[src/rtl/wbus_fabric_pkg.sv]
// ---------------------------------------------------------------------------
// wbus_fabric_pkg
// Shared definitions for the W-bus fabric: arbiter FSM state encoding and
// arbitration mode selectors.
// ---------------------------------------------------------------------------
package wbus_fabric_pkg;

  // Arbiter ownership state
  typedef enum logic [1:0] {
    IDLE   = 2'd0,  // no owner
    OWNED  = 2'd1,  // owner granted for one cycle
    LOCKED = 2'd2   // owner retained by lock
  } state_e;

  // Arbitration mode selectors for the MODE parameter
  localparam int MODE_PRIO = 0;  // highest set index wins
  localparam int MODE_RR   = 1;  // round-robin from rr_ptr

endpackage : wbus_fabric_pkg

[src/rtl/wbus_rr_pick.sv]
// ---------------------------------------------------------------------------
// wbus_rr_pick
// Combinational winner search over a request vector.
//   req_i   : request vector, one bit per source
//   ptr_i   : start index for the upward (round-robin) search
//   desc_i  : 1 = scan downward from N_SRC-1 (fixed priority, ptr_i ignored)
//   win_o   : index of the first set request found
//   found_o : 1 when at least one request is set
// The upward search walks a doubled copy of req_i starting at ptr_i, so the
// wrap from N_SRC-1 back to 0 needs no special case.
// ---------------------------------------------------------------------------
module wbus_rr_pick #(
  parameter int N_SRC = 9,
  parameter int IDXW  = 4
) (
  input  logic [N_SRC-1:0] req_i,
  input  logic [IDXW-1:0]  ptr_i,
  input  logic             desc_i,
  output logic [IDXW-1:0]  win_o,
  output logic             found_o
);

  logic [2*N_SRC-1:0] dbl_s;
  logic               hit_s;
  logic [IDXW-1:0]    cand_s;
  int                 pos_s;

  assign dbl_s = {req_i, req_i};

  // First-hit search; later candidates cannot override an earlier hit
  always_comb begin
    win_o   = '0;
    found_o = 1'b0;
    hit_s   = 1'b0;
    cand_s  = '0;
    pos_s   = 0;
    for (int k = 0; k < N_SRC; k++) begin
      if (desc_i) begin
        hit_s  = req_i[N_SRC-1-k];
        cand_s = IDXW'(N_SRC-1-k);
      end else begin
        pos_s  = int'(ptr_i) + k;
        hit_s  = dbl_s[pos_s];
        cand_s = (pos_s >= N_SRC) ? IDXW'(pos_s - N_SRC) : IDXW'(pos_s);
      end
      win_o   = (hit_s && !found_o) ? cand_s : win_o;
      found_o = found_o | hit_s;
    end
  end

endmodule : wbus_rr_pick

[src/rtl/wbus_fabric.sv]
// ---------------------------------------------------------------------------
// wbus_fabric
// Registered shared W-bus: gathers N_SRC sources onto one bus with
// fixed-priority or round-robin arbitration, optional multi-cycle lock,
// and contention flagging. All outputs are registered (1-cycle latency).
//   CLK               : clock, rising edge
//   CLR               : asynchronous active-high reset
//   req               : per-source bus enable
//   src_data          : source i at [i*WIDTH +: WIDTH]
//   lock              : owner keeps the bus while it still requests
//   clr_sticky        : clears contention_sticky
//   bus / bus_valid   : registered bus value / data granted last cycle
//   grant / grant_idx : one-hot owner (0 when idle) / owner index (held)
//   contention        : more than one request in the previous cycle
//   contention_sticky : latched contention indicator
// ---------------------------------------------------------------------------
module wbus_fabric
  import wbus_fabric_pkg::*;
#(
  parameter int WIDTH = 16,
  parameter int N_SRC = 9,
  parameter int MODE  = 0,
  parameter int HOLD  = 1,
  parameter int IDXW  = (N_SRC > 2) ? $clog2(N_SRC) : 1
) (
  input  logic                   CLK,
  input  logic                   CLR,
  input  logic [N_SRC-1:0]       req,
  input  logic [N_SRC*WIDTH-1:0] src_data,
  input  logic                   lock,
  input  logic                   clr_sticky,
  output logic [WIDTH-1:0]       bus,
  output logic                   bus_valid,
  output logic [N_SRC-1:0]       grant,
  output logic [IDXW-1:0]        grant_idx,
  output logic                   contention,
  output logic                   contention_sticky
);

  state_e           state_q, state_d;
  logic [IDXW-1:0]  rr_ptr_q, rr_ptr_d;
  logic [WIDTH-1:0] bus_q, bus_d;
  logic             bus_valid_q, bus_valid_d;
  logic [N_SRC-1:0] grant_q, grant_d;
  logic [IDXW-1:0]  grant_idx_q, grant_idx_d;
  logic             cont_q, cont_d;
  logic             sticky_q, sticky_d;

  logic [WIDTH-1:0] src_arr_s [N_SRC];
  logic [IDXW-1:0]  win_s;
  logic             found_s;
  logic             multi_s;
  logic             keep_s;
  logic [IDXW-1:0]  ptr_next_s;

  for (genvar g = 0; g < N_SRC; g++) begin : g_unpack
    assign src_arr_s[g] = src_data[g*WIDTH +: WIDTH];
  end

  // Clearing the lowest set bit leaves something only if two or more were set
  assign multi_s = |(req & (req - N_SRC'(1)));

  assign ptr_next_s = (win_s == IDXW'(N_SRC-1)) ? '0 : (win_s + IDXW'(1));

  wbus_rr_pick #(
    .N_SRC (N_SRC),
    .IDXW  (IDXW)
  ) u_pick (
    .req_i   (req),
    .ptr_i   ((MODE == MODE_RR) ? rr_ptr_q : '0),
    .desc_i  ((MODE == MODE_RR) ? 1'b0 : 1'b1),
    .win_o   (win_s),
    .found_o (found_s)
  );

  // State and output registers
  always_ff @(posedge CLK or posedge CLR) begin
    if (CLR) begin
      state_q     <= IDLE;
      rr_ptr_q    <= '0;
      bus_q       <= '0;
      bus_valid_q <= 1'b0;
      grant_q     <= '0;
      grant_idx_q <= '0;
      cont_q      <= 1'b0;
      sticky_q    <= 1'b0;
    end else begin
      state_q     <= state_d;
      rr_ptr_q    <= rr_ptr_d;
      bus_q       <= bus_d;
      bus_valid_q <= bus_valid_d;
      grant_q     <= grant_d;
      grant_idx_q <= grant_idx_d;
      cont_q      <= cont_d;
      sticky_q    <= sticky_d;
    end
  end

  // Next-state: idle, keep locked owner, or arbitrate a new winner
  always_comb begin
    state_d     = state_q;
    rr_ptr_d    = rr_ptr_q;
    bus_d       = bus_q;
    bus_valid_d = bus_valid_q;
    grant_d     = grant_q;
    grant_idx_d = grant_idx_q;
    keep_s      = 1'b0;
    // Contention is judged on raw requests, independent of lock
    cont_d      = multi_s;
    sticky_d    = multi_s | (sticky_q & ~clr_sticky);

    case (state_q)
      LOCKED:      keep_s = lock & req[grant_idx_q];
      IDLE, OWNED: keep_s = 1'b0;
      default:     keep_s = 1'b0;
    endcase

    if (!found_s) begin
      state_d     = IDLE;
      bus_valid_d = 1'b0;
      grant_d     = '0;
      bus_d       = (HOLD != 0) ? bus_q : '0;
    end else if (keep_s) begin
      // Locked owner: bus follows its data, round-robin pointer frozen
      state_d     = LOCKED;
      bus_d       = src_arr_s[grant_idx_q];
      bus_valid_d = 1'b1;
    end else begin
      state_d     = lock ? LOCKED : OWNED;
      bus_d       = src_arr_s[win_s];
      bus_valid_d = 1'b1;
      grant_d     = N_SRC'(1) << win_s;
      grant_idx_d = win_s;
      rr_ptr_d    = (MODE == MODE_RR) ? ptr_next_s : rr_ptr_q;
    end
  end

  assign bus               = bus_q;
  assign bus_valid         = bus_valid_q;
  assign grant             = grant_q;
  assign grant_idx         = grant_idx_q;
  assign contention        = cont_q;
  assign contention_sticky = sticky_q;

endmodule : wbus_fabric

[config.mk]
export PLATFORM = sky130hd
export DESIGN_NAME = wbus_fabric
export DESIGN_NICKNAME = d
export VERILOG_FILES = /design/src/rtl/wbus_fabric_pkg.sv /design/src/rtl/wbus_rr_pick.sv /design/src/rtl/wbus_fabric.sv
export SDC_FILE = /design/constraint.sdc
export NUM_CORES = 1
export LEC_CHECK = 0
export CORE_MARGIN = 2
export CORE_UTILIZATION = 30
export DETAILED_ROUTE_END_ITERATION = 10
export SYNTH_ARGS = -nofsm -noshare
export SYNTH_HDL_FRONTEND = slang
export SYNTH_SLANG_ARGS = --single-unit
[constraint.sdc]
create_clock -name CLK -period 5.8 [get_ports CLK]
set_input_delay 1.16 -clock CLK [delete_from_list [all_inputs] [get_ports CLK]]
set_output_delay 1.16 -clock CLK [all_outputs]
set_load 0.03 [all_outputs]
-- Word level (Yosys, flattened, before mapping)
Index checks and enable logic that the tools add are counted.
- register bits after elaboration: 34
- input port bits: 157
- output and inout port bits: 32
- logic and storage cells: 73
- add/sub/neg operators: 1
- order comparisons: 3
- equality and inequality tests: 2
- shift-type cells: 1
- mux-type cells: 25
- bitwise logic cells: 16
- reduce and logical (&&, ||, !) cells: 18
- operators with widths (operator ; count):
    binary-select mux 16 bit (select 4 bit) ; 2
    2-to-1 mux 16 bit ; 5
    2-to-1 mux 4 bit ; 9
    2-to-1 mux 9 bit ; 2
    >= comparator 5 bit (second input constant) ; 2
    inverter 4 -> 5 bit ; 2
    AND 9 bit ; 1
    OR 1 bit ; 9
    OR reduction 9 bit ; 1
    << shifter 1 x 4 -> 9 bit (first input constant) ; 1
    subtractor 9 x 1 -> 9 bit (second input constant) ; 1
    logical AND 1 bit ; 8
    logical NOT 1 bit ; 8
    2-to-1 mux 2 bit ; 3
    less-than comparator 4 x 5 -> 1 bit (second input constant) ; 1
    binary-select mux 1 bit (select 4 bit) ; 1
    2-to-1 mux 1 bit ; 3
    AND 1 bit ; 2
    == test 2 bit (second input constant) ; 1
    inequality test 2 bit (second input constant) ; 1
    inverter 1 bit ; 2
    AND reduction 2 bit ; 1

-- Longest topological paths before layout
- depth after elaboration: 15
- mapped depth: 9
- gate-level depth less buffers: 6

-- Cells and area by module
From an unflattened synthesis, not the netlist that was laid out.
- cells, all modules: 875
- area, all modules: 7013.0 um^2
- by module, submodules not included (module ; instances ; cells an instance ; area an instance (um^2) ; sequential area each (um^2)):
    wbus_fabric ; 1 ; 475 ; 4180.3 ; 850.8
    wbus_rr_pick ; 1 ; 400 ; 2832.7 ; 0.0

-- Worst setup path before layout
OpenSTA, ideal clock, no wires.
- path type: in2reg
- start: input req[3]
- end: register grant_idx_q[0], in the netlist grant_idx[0]
- library setup time: 0.125 ns
- arrival time: 2.586 ns
- data required time: 5.675 ns
- setup slack: 3.088 ns
- cell stages on the path: 7
- path buffers: 1
- cells stage by stage: mux4_2 mux2i_4 or2_1 buf_4 o21ai_2 nand2b_4 mux2_4
- word-level cells in the longest chain between the ends: 6
- elaborated cells between the ends (all ways): 21
- classes of those cells: 7 x mux; 6 x bitwise; 8 x reduce/logical
- ends and longest elaborated chain (item ; line ; text):
    from (decl) ; wbus_fabric.sv:28 ; input logic [N_SRC-1:0] req,
    binary-select mux 1 bit (select 4 bit) / OR 1 bit (equally long branches) ; wbus_fabric.sv:113, wbus_rr_pick.sv:47 ;
    2-to-1 mux 1 bit (not written as such) (tied with other cells) ; wbus_fabric.sv:113 ; LOCKED: keep_s = lock & req[grant_idx_q];
    AND 1 bit (tied with other cells) ; wbus_fabric.sv:113 ;
    2-to-1 mux 1 bit (tied with other cells) ; wbus_fabric.sv:112 ; case (state_q)
    inverter 1 bit (no source line) (tied with other cells) ; n/a ;
    AND reduction 2 bit (no source line) / 2-to-1 mux 4 bit (equally long branches) ; n/a ;
    to (signal assigned) ; wbus_fabric.sv:93 ; grant_idx_q <= grant_idx_d;
    to (decl) ; wbus_fabric.sv:45 ; logic [IDXW-1:0] grant_idx_q, grant_idx_d;
Several ways; a longest one is shown, not always the timed one. The select of a mux whose other input is x is not followed.
A chain may end at the register's enable or synchronous reset.

-- Worst setup path in the final report
- start: input req[6]
- end: register bus_q[10], in the netlist bus[10]
- word-level cells in the longest chain between the ends: 14
- elaborated cells between the ends (all ways): 36
- classes of those cells: 14 x mux; 9 x bitwise; 13 x reduce/logical
- ends and longest elaborated chain (item ; line ; text):
    OR 1 bit ; wbus_rr_pick.sv:47 ; found_o = found_o | hit_s;
    logical NOT 1 bit / OR 1 bit (equally long branches) ; wbus_rr_pick.sv:46, wbus_rr_pick.sv:47 ;
    logical AND 1 bit (tied with other cells) ; wbus_rr_pick.sv:46 ; win_o = (hit_s && !found_o) ? cand_s : win_o;
    2-to-1 mux 4 bit (tied with other cells) (4 in series) ; wbus_rr_pick.sv:46 ;
    2-to-1 mux 4 bit / logical AND 1 bit (equally long branches) ; wbus_rr_pick.sv:46 ;
    2-to-1 mux 4 bit ; wbus_rr_pick.sv:46 ;
    inverter 4 -> 5 bit (not written as such) ; wbus_fabric.sv:130 ; bus_d = src_arr_s[win_s];
    binary-select mux 16 bit (select 4 bit) ; wbus_fabric.sv:130 ;
    2-to-1 mux 16 bit (not written as such) (2 in series) ; wbus_fabric.sv:130 ;
    2-to-1 mux 16 bit ; wbus_fabric.sv:123 ; end else if (keep_s) begin
    to (signal assigned) ; wbus_fabric.sv:90 ; bus_q <= bus_d;
    to (decl) ; wbus_fabric.sv:42 ; logic [WIDTH-1:0] bus_q, bus_d;
Several ways; a longest one is shown, not always the timed one. The select of a mux whose other input is x is not followed.

==> summary.txt <==
Timing
  • Minimum clock period: 3.76 ns
  • Least-Margin Pin Slew: 1.20 ns
  • Final hold vios: 0
  • Setup TNS Final: 0 ns
  • Fin crit share: 0.649
  • Rel. slew slack: 0.198
  • Fin Clk Skew: ~0.0058 ns
  • Max frequency: around 270 MHz
  • Setup Viol. Count Final: 0
  • RSZ-0062 raised after global routing: no
  • Slew Viols, Final: 0

Placement
  • PortBufs: roughly 190
  • GPL Wtd Cong: 0.923
  • Post-DP Area: slightly below 6000 µm²
  • Hpwl dp: 12500 µm

Final layout
  • Final instance area: between 6000 and 7000 µm²
  • Final-layout fill cell count: 1233
  • Commonest non-fill, non-tap cell in the layout: clkdlybuf4s50_1
  • Synth-to-Final Area Change: 54.3%
  • Most frequent cells in the layout: 187 x clkdlybuf4s50_1, 90 x mux2i_1, 33 x dfrtp_1
  • Share of layout cells above drive strength 1: 0.0715
  • Nets: 771
  • # diodes: 0

Floorplan
  • Die span in x: 119 µm
  • Core area: 13100 µm²
  • Starting Density: 0.304
  • Rows: 42
  • Ports: 189
  • Die area: around 14000 µm²
  • Die Y: about 120 µm

GRT
  • Vias in the first global route: ~5100
  • Largest net degree at the start of global routing: about 70
  • First-pass GRT wire length: around 28000 µm
  • GRT overflow: 0
  • Initial antenna violation count: 0
  • All-Layer GR Usage: 0.250

Power
  • IR drop worst, VDD: 0.131 mV
  • Power Density: 181 nW/µm²
  • LEAKAGE: between 2 and 2.5 nW

Detailed routing
  • DR WL/cell: 23.1 µm
  • Antenna-violating nets left: 0
  • DRT iter0 DRCs: 473
  • Via count: 4910
  • Via density: about 6.2
  • Final WL: 18300 µm
  • First drt pass iteration count: 5
  • Drc violations: 0

CTS
  • H-tree Lvls: 2
  • Post-cts resize count: 0
  • CTS tree: yes
  • Post-CTS Setup Inserts: 0
  • Clk buf depth: 2
  • Post-CTS Hold Fix Bufs: 0
  • Worst-Skew Late Latency: about 0.28 ns
  • CTS Buf Count: 5
  • Clock root buffer: clkbuf_16
  • Clk sink count: 34
  • Clock slew at reported path FFs: 0.06 ns

Job
  • Max_cap viols: 0

Yosys
  • Post-synth net total: around 610
  • Syn Std Cell Area: slightly below 4000 µm²
  • EDFF count, synth: 0
  • Yosys warning count: 0
  • Main flop type after synthesis: dfrtp_1
  • Seq/Total Area, Yosys: 0.214
  • Post-synthesis average cell area: 8.71 µm²
  • Async S/R FF share, synth: 1.00
  • Seq cells post-synth: 34
  • Synth Instances: 457
  • Netlist cell types: 52

Setup path
  • Setup crit end kind: flop
  • CP Class: input port to flop
  • CP required: 6.01 ns
  • Startpoint Class: input port
  • Worst path arrival time: 3.97 ns
  • Worst-path maximum fanout: 33

Status
  • Status: finished, final reports clean

Hold path
  • Hold crit path type: flop to flop
[final cells by class]
class / instances / area [µm²] / area share
inverters: 7 / 26.3 / 0.00428
flip-flops and latches: 34 / 855 / 0.139
multi-input cells: 368 / 2890 / 0.470
clock buffers: 6 / 139 / 0.0226
clock inverters: 2 / 60.1 / 0.00978
repair buffers: 198 / 1950 / 0.318
well taps: 176 / 220 / 0.0359
[Yosys cell counts (4+ instances only)]
cell type / instances / area (µm²)
a2111oi_0: 11 / 96.3
a21o_1: 13 / 97.6
a21oi_1: 27 / 135
a2bb2oi_1: 5 / 43.8
a32oi_1: 16 / 140
buf_2: 16 / 80.1
clkbuf_1: 25 / 93.8
dfrtp_1: 34 / 851
inv_1: 6 / 22.5
mux2_2: 6 / 67.6
mux2i_1: 90 / 901
nand2_1: 13 / 48.8
nand2b_1: 4 / 25.0
nand3_1: 9 / 45.0
nand3b_1: 10 / 75.1
nor2_1: 22 / 82.6
nor2b_1: 4 / 25.0
nor3_1: 14 / 70.1
o211ai_1: 22 / 165
o21ai_0: 8 / 40.0
o221ai_1: 16 / 140
o22a_1: 10 / 87.6
o22ai_1: 32 / 200
o31a_1: 6 / 52.6
[per-stage QoR]
step / setup slack (ns) / util / cells / power (mW) / hold WS [ns]
detailed placement: 1.82 / 0.454 / 783 / 0.748 / 0.469
global placement: 1.87 / 0.454 / 783 / 0.742 / 0.470
CTS: 2.10 / 0.469 / 791 / 1.11 / 0.482
floorplan: 3.09 / - / 457 / 0.524 / 0.647
global route: 1.92 / 0.469 / 791 / 1.16 / 0.511
finish: 2.04 / 0.469 / 791 / 1.11 / 0.479
[worst max-delay path, cell delays in order]
cell and delay, ns:
clkdlybuf4s50_1 0.67, inv_1 0.19, a21oi_1 0.23, o32a_2 0.84
mux2i_1 0.19, a2111oi_0 0.51, nand3b_1 0.17
[cells by family (layout without fill, tap and decap cells)]
family,after synthesis,in the layout,synth area share
and+or+nand+nor,87,87,0.120
muxes,101,101,0.268
DFF,34,34,0.214
buffers and inverters,55,213,0.0663
AOI/OAI and AO/OA,179,179,0.330
adders and majority gates,1,1,0.00252
[registers in the layout, summed over array words and instances (netlist names)]
register,flops
bus,16
bus_valid,1
contention,1
contention_sticky,1
grant,9
grant_idx,4
state_q,2
[path summary, 6_finish.rpt]
path | depth (start not counted) | slack (ns) | to | startpoint
max | 7 | 2.04 | bus[10] | req[6]
min | 1 | 0.48 | contention_sticky | contention_sticky
min reg2reg | 1 | 0.48 | contention_sticky | contention_sticky
min in group asynchronous | 3 | 1.31 | grant[1] | CLR
max in group asynchronous | 3 | 4.12 | grant_idx[1] | CLR
max reg2reg | 7 | 2.72 | grant_idx[1] | grant_idx[1]
[where the power goes]
group | leakage (nW) | internal [mW] | switching [mW] | total, mW
Clock | 0.0971 | 0.258 | 0.104 | 0.362
Sequential | 0.406 | 0.256 | 0.0341 | 0.290
Combinational | 1.88 | 0.236 | 0.226 | 0.461
Total | 2.38 | 0.749 | 0.364 | 1.11
[layer usage]
metal  up-vias  GRT usage  wire (µm)
met1      2364      0.315       7140
met3        45     0.0508       1820
met2       352      0.421       8830
li1       2149          -          -
met4         0     0.0878        480
met5         -          0          0
Power figures use the tool's default switching activity.
